### src/rtl/instr_fetch_ctrl_pkg.sv
// Shared definitions for the byte-serial instruction fetch controller:
// FSM states, word geometry and default parameter values.
package instr_fetch_ctrl_pkg;

  typedef enum logic [1:0] {
    IDLE,
    FETCH,
    COMMIT,
    ERROR
  } fetch_state_e;

  localparam int BYTES_PER_WORD     = 4;
  localparam int DEFAULT_ADDR_WIDTH = 10;
  localparam int DEFAULT_MAX_WAIT   = 15;

endpackage

### src/rtl/instr_fetch_ctrl_line_buffer.sv
// One-entry instruction line buffer: tag (full PC), valid bit and word,
// with a combinational hit compare against the requested PC.
module instr_line_buffer (
  input  logic        clk_i,
  input  logic        rst_i,
  input  logic        clear_i,
  input  logic        write_i,
  input  logic [31:0] tag_i,
  input  logic [31:0] data_i,
  input  logic [31:0] pc_i,
  output logic        hit_o,
  output logic [31:0] data_o
);

  logic [31:0] tag_q;
  logic [31:0] data_q;
  logic        valid_q;

  // Clear takes priority so a faulting fetch can never leave a stale word behind.
  always_ff @(posedge clk_i or posedge rst_i) begin
    if (rst_i) begin
      tag_q   <= '0;
      data_q  <= '0;
      valid_q <= 1'b0;
    end else if (clear_i) begin
      tag_q   <= '0;
      data_q  <= '0;
      valid_q <= 1'b0;
    end else if (write_i) begin
      tag_q   <= tag_i;
      data_q  <= data_i;
      valid_q <= 1'b1;
    end
  end

  assign hit_o  = valid_q && (pc_i == tag_q);
  assign data_o = data_q;

endmodule

### src/rtl/instr_fetch_ctrl.sv
// Instruction fetch controller: assembles 32-bit big-endian words from a
// byte-wide memory into a one-entry line buffer and stalls the CPU on misses.
module instr_fetch_ctrl
  import instr_fetch_ctrl_pkg::*;
#(
  parameter int ADDR_WIDTH = DEFAULT_ADDR_WIDTH,
  parameter int MAX_WAIT   = DEFAULT_MAX_WAIT
) (
  input  logic                  clk_i,
  input  logic                  rst_i,
  input  logic [31:0]           pc_i,
  output logic [31:0]           instruction_o,
  output logic                  busy_wait_o,
  output logic                  fault_o,
  output logic                  mem_read_o,
  output logic [ADDR_WIDTH-1:0] mem_address_o,
  input  logic [7:0]            mem_readdata_i,
  input  logic                  mem_busywait_i
);

  localparam int          WaitW    = $clog2(MAX_WAIT + 2);
  localparam logic [1:0]  LastByte = 2'(BYTES_PER_WORD - 1);

  fetch_state_e          state_q, state_d;
  logic [31:0]           fetchPc_q, fetchPc_d;
  logic [1:0]            byteIdx_q, byteIdx_d;
  logic [WaitW-1:0]      waitCnt_q, waitCnt_d;
  logic [23:0]           asm_q, asm_d;
  logic                  fault_q, fault_d;
  logic [ADDR_WIDTH-1:0] memAddr_q;
  logic [ADDR_WIDTH-1:0] fetchAddr;
  logic                  hit, pcBad, bufWrite, bufClear, busy, memRead;
  logic [31:0]           bufData;

  assign pcBad     = (pc_i[1:0] != 2'b00) || ((pc_i >> ADDR_WIDTH) != 32'd0);
  assign fetchAddr = {fetchPc_q[ADDR_WIDTH-1:2], byteIdx_q};

  instr_line_buffer u_line_buffer (
    .clk_i   (clk_i),
    .rst_i   (rst_i),
    .clear_i (bufClear),
    .write_i (bufWrite),
    .tag_i   (fetchPc_q),
    .data_i  ({asm_q, mem_readdata_i}),
    .pc_i    (pc_i),
    .hit_o   (hit),
    .data_o  (bufData)
  );

  always_ff @(posedge clk_i or posedge rst_i) begin
    if (rst_i) begin
      state_q   <= IDLE;
      fetchPc_q <= '0;
      byteIdx_q <= '0;
      waitCnt_q <= '0;
      asm_q     <= '0;
      fault_q   <= 1'b0;
      memAddr_q <= '0;
    end else begin
      state_q   <= state_d;
      fetchPc_q <= fetchPc_d;
      byteIdx_q <= byteIdx_d;
      waitCnt_q <= waitCnt_d;
      asm_q     <= asm_d;
      fault_q   <= fault_d;
      if (state_q == FETCH) memAddr_q <= fetchAddr;
    end
  end

  // The final byte is written straight into the buffer on the edge that
  // enters COMMIT, so a zero-wait miss stalls for exactly five edges.
  always_comb begin
    state_d   = state_q;
    fetchPc_d = fetchPc_q;
    byteIdx_d = byteIdx_q;
    waitCnt_d = waitCnt_q;
    asm_d     = asm_q;
    fault_d   = fault_q;
    bufWrite  = 1'b0;
    bufClear  = 1'b0;
    busy      = 1'b0;
    memRead   = 1'b0;
    case (state_q)
      IDLE: begin
        if (!hit) begin
          busy = 1'b1;
          if (pcBad) begin
            state_d = ERROR;
          end else begin
            state_d   = FETCH;
            fetchPc_d = pc_i;
            byteIdx_d = '0;
            waitCnt_d = '0;
          end
        end
      end
      FETCH: begin
        busy    = 1'b1;
        memRead = 1'b1;
        if (pc_i != fetchPc_q) begin
          if (pcBad) begin
            state_d = ERROR;
          end else begin
            fetchPc_d = pc_i;
            byteIdx_d = '0;
            waitCnt_d = '0;
          end
        end else if (mem_busywait_i) begin
          if (waitCnt_q == WaitW'(MAX_WAIT)) state_d = ERROR;
          else waitCnt_d = waitCnt_q + WaitW'(1);
        end else begin
          waitCnt_d = '0;
          byteIdx_d = byteIdx_q + 2'd1;
          if (byteIdx_q == LastByte) begin
            bufWrite = 1'b1;
            state_d  = COMMIT;
          end else begin
            asm_d = {asm_q[15:0], mem_readdata_i};
          end
        end
      end
      COMMIT: begin
        busy    = !hit;
        state_d = IDLE;
      end
      ERROR: begin
        state_d = ERROR;
      end
      default: state_d = IDLE;
    endcase
    // Faults are flagged and the buffer wiped on the same edge that enters ERROR.
    if (state_d == ERROR) begin
      fault_d  = 1'b1;
      bufClear = 1'b1;
    end
  end

  assign busy_wait_o   = busy && !rst_i;
  assign mem_read_o    = memRead;
  assign mem_address_o = (state_q == FETCH) ? fetchAddr : memAddr_q;
  assign fault_o       = fault_q;
  assign instruction_o = bufData;

endmodule
### config.mk
export PLATFORM = sky130hd
export DESIGN_NAME = instr_fetch_ctrl
export DESIGN_NICKNAME = d
export VERILOG_FILES = /design/src/rtl/instr_fetch_ctrl_pkg.sv /design/src/rtl/instr_fetch_ctrl_line_buffer.sv /design/src/rtl/instr_fetch_ctrl.sv
export SDC_FILE = /design/constraint.sdc
export NUM_CORES = 1
export LEC_CHECK = 0
export BUFFER_PORTS_ARGS = -buffer_cell sky130_fd_sc_hd__clkbuf_2
export CORE_MARGIN = 2
export CORE_UTILIZATION = 61
export DETAILED_ROUTE_END_ITERATION = 12
export GPL_TIMING_DRIVEN = 1
export PLACE_DENSITY = 0.84
export RECOVER_POWER = 25
export SETUP_SLACK_MARGIN = 0.2
export SYNTH_ARGS = -nofsm -noshare
export SYNTH_HDL_FRONTEND = slang
export SYNTH_SLANG_ARGS = --single-unit
### constraint.sdc
create_clock -name clk_i -period 11.4 [get_ports clk_i]
set_input_delay 2.28 -clock clk_i [delete_from_list [all_inputs] [get_ports clk_i]]
set_output_delay 2.28 -clock clk_i [all_outputs]
set_load 0.02 [all_outputs]
# Yosys cells after proc, flatten, opt, wreduce, memory -nomap -nowiden

Index checks and enable logic that the tools add are counted.

Bits in registers: 141
Logic and storage cells: 79
Output and inout port bits: 45

Reduce and logical (&&, ||, !) cells: 14
Bitwise operators: 3
Equal/unequal tests: 12
Mux-type cells: 38
Add/subtract/negate cells: 2

Operators with widths:

| kind                                                             | number |
|---|---|
| 32-bit two-way mux                                               | 7 |
| 32-bit one-hot mux with 2 select lines                           | 1 |
| 32-bit == test                                                   | 1 |
| 32-bit inequality test                                           | 1 |
| 32-bit nonzero test                                              | 1 |
| 5-bit two-way mux                                                | 5 |
| 2-bit two-way mux                                                | 11 |
| 10-bit two-way mux                                               | 1 |
| 5-bit one-hot mux with 2 select lines                            | 1 |
| 1-bit two-way mux                                                | 9 |
| 3-bit AND reduction                                              | 3 |
| 2-bit == test (second input constant)                            | 4 |
| 2-bit one-hot mux with 4 select lines                            | 1 |
| 2-bit nonzero test                                               | 3 |
| 5-bit by 1-bit adder with 5-bit output (second input constant)   | 1 |
| 5-bit by 4-bit == test with 1-bit output (second input constant) | 1 |
| 2-bit inequality test (second input constant)                    | 2 |
| 4-bit inequality test (second input constant)                    | 1 |
| 2-bit one-hot mux with 2 select lines                            | 1 |
| 4-bit AND reduction                                              | 1 |
| 3-bit inequality test (second input constant)                    | 1 |
| 1-bit NOT                                                        | 3 |
| 1-bit one-hot mux with 3 select lines                            | 1 |
| 2-bit by 1-bit adder with 2-bit output (second input constant)   | 1 |
| other kinds (5)                                                  | 7 |

# Longest topological paths before layout

Gate-level depths: netlist of the first run.

Depth in word-level cells: 8
Depth in mapped cells: 12
Gate-level depth less buffers: 9

# Modules after synthesis

Synthesis of the first run repeated with hierarchy kept, for this count alone.

Cell total of the unflattened synthesis: 532
Area, all modules: 6309.8 um^2

By module, submodules not included:

| module            | sequential area each (um^2) | times used | area each (um^2) | cells each |
|---|---|---|---|---|
| instr_fetch_ctrl  | 1901.8                      | 1          | 3365.7           | 278 |
| instr_line_buffer | 1626.6                      | 1          | 2944.1           | 254 |

# Worst setup path after synthesis of the first run

No wires, ideal clock.

Kind: input port to output port
Start point: in pc_i[21]
End point: out busy_wait_o
Path buffers: 0
Slack: 5770 ps
Data required time: 9120 ps
Stages on the path: 6
Arrival time: 3350 ps
Cell sequence: xor2_1 > a2111o_1 > a2111oi_4 > nand3_1 > nor2_1 > a211oi_1

Word-level cells in the longest chain between the ends: 5

Ends and longest elaborated chain:

| element                                                       | RTL line                                        | text |
|---|---|---|
| from (decl)                                                   | instr_fetch_ctrl.sv:11                          | `input logic [31:0] pc_i,` |
| 32-bit == test *                                              | instr_fetch_ctrl_line_buffer.sv:36              | `assign hit_o = valid_q && (pc_i == tag_q);` |
| 1-bit logical AND *                                           | instr_fetch_ctrl_line_buffer.sv:36              |  |
| 1-bit two-way mux / 1-bit logical NOT (equally long branches) | instr_fetch_ctrl.sv:85, instr_fetch_ctrl.sv:123 |  |
| 1-bit one-hot mux with 3 select lines *                       | instr_fetch_ctrl.sv:83                          | `case (state_q)` |
| 1-bit logical AND *                                           | instr_fetch_ctrl.sv:138                         | `assign busy_wait_o = busy && !rst_i;` |
| to (decl)                                                     | instr_fetch_ctrl.sv:13                          | `output logic busy_wait_o,` |

Mark *: on every way between the ends. The rest lies on a longest branch, timed or not.

# Final worst setup path of the first run

Start point: in pc_i[4]
End point: out busy_wait_o

The elaborated chain is that of the path after synthesis.

==> reports/results.ini, run 1 <==
[critical_path]
crit_required_ns = 9.12
cp_max_fo = 3
ff2ff_setup_slack_ns = 8.11
cp_top_family = simple AND/OR/NAND/NOR gates
path_cells = clkbuf_2 > xnor2_1 > nand4_1 > nor4_1 > nand3_1 > nor2_1 > a211oi_1 > clkbuf_2
worstReg2RegEnd = u_line_buffer.data_o[20]$_DFFE_PP0P_
cp.depth = 8
r2r-start = fetchPc_q[6]$_DFFE_PP0P_
path_class = input pin to primary output
path_buf_inv = 2
reg2reg_depth = 7
crit_arrival_ns = 3.85
slowest_delay_ns = 0.53
start_kind = input pin
cp_slowest_cell = nor4_1
crit_path_end_kind = primary output
critical_path.most_common_cell = clkbuf_2

[outcome]
violations = capacitance limit, slew limit
status = complete, but fails checks

[power]
switching_power_uw = 241
p_seq_frac = 0.469
p_total_mw = 1.07
intPower_uw = 826
sw_frac_of_total = 0.226
p_comb_frac = 0.034
p_leak_nw = 3.54
ir_worst_vdd_uv = 147
clkPwrFrac = 0.496
p_per_area_nw_per_um2 = 148

[final_layout]
stdcell_count = 712
design_area_sq_um = 7210
area_growth_pct = 16.5
finalNetCount = 612
antenna_cells = 0
drive_gt1_frac = 0.212
post-route-util = 0.734

[route]
wl_um = 14100
first_iter_violations = 274
post_drt_wl_per_cell_um = 19.8
firstDrtPassIters = 5
vias = 4359
vias_per_cell = 6.12
antenna_left = 0
remaining_drc_errors = 0

[synth]
synth.cell_area_sq_um = 6190
synth_top_area_share = 0.570
ys_ff_latch = 141
synth_top_cell_by_area = dfrtp_1
synth_common_cells = dfrtp_1, a32o_1, nand2_1, xor2_1, xnor2_1
synth_cell_type_count = 52
yosysWarnings = 0
synth_nets = 529
synth_edf_count = 0
async_flop_share = 1.00
syn-mean-instance-area_sq_um = 12.8
synth.most_common_cell = dfrtp_1
synth_area_leaders = dfrtp_1, a32o_1, xor2_1
synth_flop_cell = dfrtp_1
syn_inst = 483
ys_seq_area_frac = 0.570

[floorplan]
die_w_um = 105
rows = 36
placeableCoreArea_sq_um = 9820
die_h_um = 105
die_area_sq_um = 11000
start_util = 0.630
ioPinCount = 88

[placed_design]
dpl_worst_slack_ns = 5.32
place_area_sq_um = 6680
portBuffers = 87
gp_congestion = 0.894
place.detailed.hpwl_um = 9310
dp.cells = 680

[clock_network]
cts_resized = 0
cts-root-buf = clkbuf_8
clock_latency_ns = 0.53
numClockSinks = 141
cts_hold_buf = 0
numCtsBuffers = 17
path_clk_slew_ns = 0.06
clock_path_buffers = 2
post-cts-setup-buffer-count = 0
htreeDepth = 4
cts_tree = yes

[timing]
fin_tns_setup_ns = 0
setup_viol = 0
slew_violations = 54
rsz0062_at_grt = false
layout_min_cycle_time_ns = 6.13
worst_hold_slack_ns = 0.475
fmax_ghz = 0.163
min_period_over_period = 0.538
setup_ws_ns = 5.27
hold_viol = 0
finalClockSkew_ns = 0.0108
worstMarginPinSlew_ns = 2.36
max_slew_margin = -0.583

[global_routing]
grt_pass1_vias = 4392
grt-ovfl-total = 0
grt_max_degree = 90
grt_busiest_layer = met2
grt_pass1_wl_um = 23000
antenna_found_initial = 0
use_met2 = 0.426
use_met3 = 0.0780
track_usage = 0.271
grtUsageMet1 = 0.364

[min_path]
holdCritStartpoint = memAddr_q[5]$_DFF_PP0_
hold_path_depth = 2
whs_endpoint = memAddr_q[5]$_DFF_PP0_
min_path_type = register to register

[run]
cap_violations = 1

[cells by family after synthesis]
family / share of synthesized area
AO/OA/AOI/OAI: 0.141
XOR/XNOR: 0.0864
adder cells (fa/ha/maj): 0.00607
buffers and inverters: 0.0346
flip-flops: 0.570
multiplexers: 0.0582
AND/OR/NAND/NOR: 0.103
[area by class of cell]
cell class	count	area [sq um]
flip-flops and latches	141	3530
fillers	673	2610
multi-input cells	301	2450
repair buffers	93	455
clock buffers	20	425
well taps	133	166
clock inverters	12	138
inverters	12	46.3
[power by group through the flow]
stage	Combinational, mW	Sequential, mW	Clock [mW]
6_report	0.0366	0.501	0.529
5_1_grt	0.0404	0.500	0.556
4_1_cts	0.0374	0.501	0.534
3_5_place_dp	0.0370	0.510	0
3_3_place_gp	0.0364	0.510	0
2_1_floorplan	0.0174	0.510	0
[tightest hold or removal path: stages (launching register included)]
cell and delay (ns):
dfrtp_1 0.33, nand2_1 0.05, nand2_1 0.07
[layout by cell type (no fill, tap or decap), drive strengths merged, types with 4 or more instances in the layout]
master	instances
xor2	34
o21ai	4
nor4	17
nand2	34
a32o	64
and3	4
nand4	9
mux2	32
inv	13
nor2	6
and2	25
clkinv	6
xnor2	27
dfrtp	141
clkbuf	107
buf	6
[how the worst max path moves through the flow]
stage,start,endpoint
floorplan,rst_i,asm_q[0]$_DFFE_PP0P_
global placement,pc_i[25],busy_wait_o
detailed placement,pc_i[4],busy_wait_o
CTS,pc_i[4],busy_wait_o
global route,pc_i[4],busy_wait_o
finish,pc_i[4],busy_wait_o
[sequential cells by signal, indices dropped and copies added, names as in the netlist]
signal,cells
asm_q,24
byteIdx_q,2
fault_o,1
fetchPc_q,32
memAddr_q,10
state_q,2
u_line_buffer.data_o,32
u_line_buffer.tag_q,32
u_line_buffer.valid_q,1
waitCnt_q,5
[per-layer routing]
layer | up-vias | part of all wire
li1 | 1960 | -
met1 | 2237 | 0.43
met2 | 135 | 0.49
met3 | 27 | 0.060
met4 | 0 | 0.021
met5 | - | 0
No activity file was read; power rests on OpenSTA's default activity.
==> run 2: changes to the inputs <==
ABC_AREA = 1   (was unset)
CORE_UTILIZATION = 59   (was 61)
PLACE_DENSITY = 0.81   (was 0.84)
clock period = 6 ns   (was 11.4 ns; I/O delays follow)
==> run 2 against run 1 <==
  * Highest routed layer unchanged
  * Via count rose by 43%
  * The run now ends clean
  * Sequential power grew 90%
  * Clock skew rose by 0.0074 ns
  * Critical path depth is 2 lower
  * Largest power group unchanged
  * Final cell count rose by 69%
  * Count of clock-buffer cells in the layout fell by 3
  * Clock power is 88% higher
  * Critical endpoint is now mem_address_o[0]
==> reports/results.ini, run 2 <==
[outcome]
status = complete, no violations

[final_layout]
seq_area_sq_um = 3530  ; unchanged
multi_input_area_sq_um = 3040  ; +24%
drive_gt1_frac = 0.133  ; -0.0793
layout_common_cells = nand2_1, dfrtp_1, inv_1
finalNetCount = 1092  ; +78%
area_growth_pct = 13.2
fill_cells = 1000  ; +49%
antenna_cells = 0  ; unchanged
final_common_cell = nand2_1

[route]
firstDrtPassIters = 7  ; +2
first_iter_violations = 464  ; +69%
remaining_drc_errors = 0  ; unchanged
post_drt_wl_per_cell_um = 14.0  ; -29%
wl_um = 16900  ; +20%
vias_per_cell = 5.16  ; -16%
vias = 6223  ; +43%
antenna_left = 0  ; unchanged

[floorplan]
die_area_sq_um = 13300  ; +21%
rows = 40  ; +11%
start_util = 0.607  ; -0.0234
placeableCoreArea_sq_um = 12000  ; +22%
ioPinCount = 88  ; unchanged
die_h_um = 115  ; +10%
die_w_um = 115  ; +10%

[synth]
ys_seq_area_frac = 0.484  ; -0.0861
yosysWarnings = 0  ; unchanged
synth_nets = 1015  ; +92%
syn-mean-instance-area_sq_um = 7.52  ; -41%
synth.cell_area_sq_um = 7290  ; +18%
synth_area_leaders = dfrtp_1, nand2_1, inv_1
synth_common_cells = nand2_1, dfrtp_1, inv_1
synth_top_cell_by_area = dfrtp_1
ys_ff_latch = 141  ; unchanged
synth_edf_count = 0  ; unchanged
synth_flop_cell = dfrtp_1
synth_cell_type_count = 33  ; -37%
syn_inst = 969  ; +100%
synth_top_area_share = 0.484  ; -0.0861
async_flop_share = 1.00  ; unchanged
synth.most_common_cell = nand2_1

[timing]
max_slew_margin = 0.221  ; +0.803
fin_tns_setup_ns = 0  ; unchanged
finalClockSkew_ns = 0.0182  ; +0.00738 ns
worstMarginPinSlew_ns = 1.17  ; -1.20 ns
hold_viol = 0  ; unchanged
setup_viol = 0  ; unchanged
min_period_over_period = 0.717
slew_violations = 0  ; -100%
setup_ws_ns = 1.70  ; -3.57 ns
fmax_ghz = 0.232
rsz0062_at_grt = false
layout_min_cycle_time_ns = 4.30

[placed_design]
place.detailed.hpwl_um = 11300  ; +21%
gp_congestion = 0.902  ; +0.93%
dpl_worst_slack_ns = 1.76  ; -3.56 ns
portBuffers = 87  ; unchanged

[global_routing]
grt_pass1_vias = 5941  ; +35%
antenna_found_initial = 0  ; unchanged
track_usage = 0.275  ; +0.00463
grt-ovfl-total = 0  ; unchanged
grt_pass1_wl_um = 28200  ; +23%
grt_max_degree = 77  ; -14%

[clock_network]
clock_path_buffers = 2  ; unchanged
clock_latency_ns = 0.44  ; -0.09 ns
cts-root-buf = clkbuf_16
numCtsBuffers = 17  ; unchanged
htreeDepth = 4  ; unchanged
path_clk_slew_ns = 0.06  ; about the same
numClockSinks = 141  ; unchanged
cts_hold_buf = 0  ; unchanged
cts_tree = yes
cts_resized = 0  ; unchanged
post-cts-setup-buffer-count = 0  ; unchanged

[critical_path]
crit_arrival_ns = 3.10  ; -0.75 ns
cp_max_fo = 21  ; +18
crit_path_end_kind = primary output
crit_required_ns = 4.80  ; -4.32 ns
start_kind = register
path_class = register to primary output

[run]
cap_violations = 0  ; -1

[power]
p_leak_nw = 4.64  ; +31%
ir_worst_vdd_uv = 252  ; +71%
p_per_area_nw_per_um2 = 246  ; +67%

[min_path]
min_path_type = register to register

## run 2: metal layers
layer / track usage / wire length (um) / vias to the layer above
met1: 0.364 / 7530 / 2888
met2: 0.433 / 7960 / 175
met3: 0.0749 / 1050 / 32
li1: - / - / 3128
met5: 0 / 0 / -
met4: 0.116 / 383 / 0
## run 2: logic make-up (layout without fill, tap and decap cells)
kind of cell | after synthesis | in the layout | share of synthesized area
simple gates | 598 | 598 | 0.347
buf+inv | 162 | 252 | 0.0992
flops | 141 | 141 | 0.484
xor+xnor | 34 | 34 | 0.0409
compound gates | 31 | 31 | 0.0237
fa+ha+maj | 3 | 3 | 0.00515
## run 2: final cells by class
| type | instances | share of cell area |
|---|---|---|
| Tap cell | 147 | 0.0223 |
| Sequential cell | 141 | 0.428 |
| Multi-Input combinational cell | 666 | 0.368 |
| Inverter | 127 | 0.0579 |
| Timing Repair Buffer | 93 | 0.0569 |
| Clock buffer | 17 | 0.0516 |
| Clock inverter | 15 | 0.0153 |
## run 2: critical path: stages, from the launching register on
cell and delay [ns]:
dfrtp_1 0.44, inv_1 0.15, nor2_1 0.11, clkbuf_1 0.74
inv_1 0.56, o21ai_0 0.43, clkbuf_2 0.23
## run 2: worst paths after layout
check                                             to                       from  depth (start not counted)  slack [ns]
setup / recovery                    mem_address_o[0]       state_q[0]$_DFF_PP0_                          6        1.70
hold / removal                memAddr_q[6]$_DFF_PP0_     memAddr_q[6]$_DFF_PP0_                          2        0.47
setup reg to reg               asm_q[19]$_DFFE_PP0P_  fetchPc_q[31]$_DFFE_PP0P_                          9        2.65
hold reg to reg               memAddr_q[6]$_DFF_PP0_     memAddr_q[6]$_DFF_PP0_                          2        0.47
max in group asynchronous  fetchPc_q[26]$_DFFE_PP0P_                      rst_i                          4        3.43
min in group asynchronous  fetchPc_q[24]$_DFFE_PP0P_                      rst_i                          3        1.14
## run 2: per-stage QoR
step	utilization	hold WS [ns]	power (mW)	area (sq um)	std cells
after global routing	0.687	0.493	2.10	8250	1206
after global placement	0.642	0.453	1.06	7710	1174
after detailed placement	0.642	0.457	1.06	7710	1174
final	0.687	0.468	2.03	8250	1206
after floorplan	-	0.449	1.02	7290	969
after CTS	0.688	0.470	2.04	8270	1206
## run 2: where the power goes
part	internal [mW]	switching, mW
registers	0.951	0.0000000107
clock network	0.542	0.451
logic	0.0303	0.0597
total	1.52	0.511
==> run 3: changes to the inputs <==
ABC_AREA = 0   (was 1)
CORE_UTILIZATION = 52   (was 59)
PLACE_DENSITY = 0.76   (was 0.81)
clock period = 3.8 ns   (was 6 ns; I/O delays follow)
==> run 3 against run 2 <==
  * Sequential share of layout area is 5.6 points higher
  * Critical path depth is 1 lower
  * Sequential power is 58% higher
  * The run now ends with DRC, capacitance limit, slew limit left
  * Final area is 12% lower
==> reports/results.ini, run 3 (synthesized netlist as in run 1, its figures left out) <==
[final_layout]
antenna_cells = 0  ; unchanged
final_common_cell = dfrtp_1
layout_common_cells = dfrtp_1, clkbuf_2, a32o_1
fill_cells = 882  ; -12%
drive_gt1_frac = 0.254  ; +0.121
area_growth_pct = 17.8
stdcell_count = 725  ; -40%
finalNetCount = 616  ; -44%

[floorplan]
placeableCoreArea_sq_um = 11500  ; -4.1%
start_util = 0.537  ; -0.0694
ioPinCount = 88  ; unchanged
die_area_sq_um = 12800  ; -3.5%
die_w_um = 113  ; -1.8%
die_h_um = 113  ; -1.8%
rows = 39  ; -2.5%

[timing]
max_slew_margin = -0.379  ; -0.600
worstMarginPinSlew_ns = 2.07  ; +0.902 ns
slew_violations = 86  ; +86
layout_min_cycle_time_ns = 3.20
hold_viol = 0  ; unchanged
finalClockSkew_ns = 0.00607  ; -0.0122 ns
fin_tns_setup_ns = 0  ; unchanged
worst_hold_slack_ns = 0.475  ; +0.00685 ns
setup_viol = 0  ; unchanged
setup_ws_ns = 0.599  ; -1.10 ns
min_period_over_period = 0.842
fmax_ghz = 0.312
rsz0062_at_grt = false

[outcome]
status = complete, but fails checks
violations = DRC, capacitance limit, slew limit

[placed_design]
gp_congestion = 0.867  ; -3.9%
place.detailed.hpwl_um = 8990  ; -20%
dp.cells = 694  ; -41%
dpl_worst_slack_ns = 0.593  ; -1.16 ns
portBuffers = 87  ; unchanged

[route]
vias_per_cell = 5.91  ; +15%
vias = 4284  ; -31%
wl_um = 13700  ; -19%
firstDrtPassIters = 9  ; +2
first_iter_violations = 400  ; -14%
remaining_drc_errors = 6  ; +6
post_drt_wl_per_cell_um = 18.9  ; +35%
antenna_left = 0  ; unchanged

[critical_path]
r2r-start = fetchPc_q[11]$_DFFE_PP0P_
crit_required_ns = 3.04  ; -1.76 ns
path_class = register to primary output
ff2ff_setup_slack_ns = 1.03  ; -1.62 ns
crit_path_end_kind = primary output
start_kind = register
reg2reg_depth = 7  ; -2
cp_max_fo = 17  ; -19%
crit_path_start = state_q[1]$_DFF_PP0_
crit_arrival_ns = 2.44  ; -0.66 ns

[clock_network]
cts_resized = 0  ; unchanged
post-cts-setup-buffer-count = 0  ; unchanged
cts_hold_buf = 0  ; unchanged
cts_tree = yes
numCtsBuffers = 17  ; unchanged
cts-root-buf = clkbuf_16
htreeDepth = 4  ; unchanged
numClockSinks = 141  ; unchanged
path_clk_slew_ns = 0.06  ; about the same
clock_path_buffers = 2  ; unchanged
clock_latency_ns = 0.42  ; -0.02 ns

[power]
p_per_area_nw_per_um2 = 445  ; +81%
ir_worst_vdd_uv = 360  ; +43%
p_leak_nw = 3.64  ; -22%

[global_routing]
track_usage = 0.228  ; -0.0470
antenna_found_initial = 0  ; unchanged
grt-ovfl-total = 0  ; unchanged
grt_pass1_vias = 4329  ; -27%
grt_max_degree = 86  ; +12%
grt_pass1_wl_um = 22600  ; -20%

[min_path]
holdCritStartpoint = memAddr_q[6]$_DFF_PP0_
min_path_type = register to register
hold_path_depth = 2  ; unchanged

[run]
cap_violations = 1  ; +1

## run 3: cell count changes in the layout (fill, tap and decap cells not counted), moves of 7 or more
cell	previous run	this run
inv_1	123	10
xor2_1	1	34
a32o_1	0	64
nand3_1	86	2
mux2_2	0	10
nand4_1	22	9
mux2_1	0	22
nor2_1	54	6
clkbuf_2	81	88
nand2_1	411	33
nor4_1	0	15
o21ai_1	16	1
and2_1	5	25
## run 3: per-layer routing
| layer | part of all wire | track usage | vias to the layer above |
|---|---|---|---|
| met5 | 0 | 0 | - |
| met4 | 0.013 | 0.0732 | 0 |
| met3 | 0.072 | 0.0734 | 15 |
| met2 | 0.49 | 0.354 | 148 |
| met1 | 0.43 | 0.309 | 2165 |
| li1 | - | - | 1956 |
## run 3: final cells by class
class / count / area, sq um / share of cell area
clock inverters: 13 / 143 / 0.0196
inverters: 12 / 46.3 / 0.00635
flip-flops and latches: 141 / 3530 / 0.484
well taps: 143 / 179 / 0.0245
clock buffers: 18 / 439 / 0.0602
repair buffers: 97 / 504 / 0.0692
multi-input cells: 301 / 2450 / 0.336
## run 3: worst max-delay path: stages (launching register included)
cell	delay [ns]
dfrtp_1	0.47
nand2b_1	0.62
clkinv_1	0.48
nand2_1	0.18
nand2_1	0.10
clkbuf_2	0.17
## run 3: final timing paths
check | to
setup / recovery | mem_address_o[3]
hold / removal | memAddr_q[6]$_DFF_PP0_
setup reg to reg | asm_q[21]$_DFFE_PP0P_
hold reg to reg | memAddr_q[6]$_DFF_PP0_
max in group asynchronous | u_line_buffer.tag_q[24]$_DFFE_PP0P_
min in group asynchronous | asm_q[13]$_DFFE_PP0P_
## run 3: stage by stage
| stage | total power, mW | utilization | instance area [sq um] |
|---|---|---|---|
| 4_1_cts | 3.26 | 0.634 | 7300 |
| 6_report | 3.25 | 0.633 | 7290 |
| 3_5_place_dp | 1.64 | 0.583 | 6720 |
| 3_3_place_gp | 1.64 | 0.583 | 6720 |
| 2_1_floorplan | 1.58 | - | 6190 |
| 5_1_grt | 3.33 | 0.633 | 7290 |
## run 3: where the power goes
group          internal (mW)  total [mW]  leakage [nW]  switching [mW]
Combinational         0.0361       0.108          1.40          0.0724
Sequential              1.50        1.50          1.96   0.00000000847
Clock                  0.982        1.63         0.283           0.653
Total                   2.52        3.25          3.64           0.725
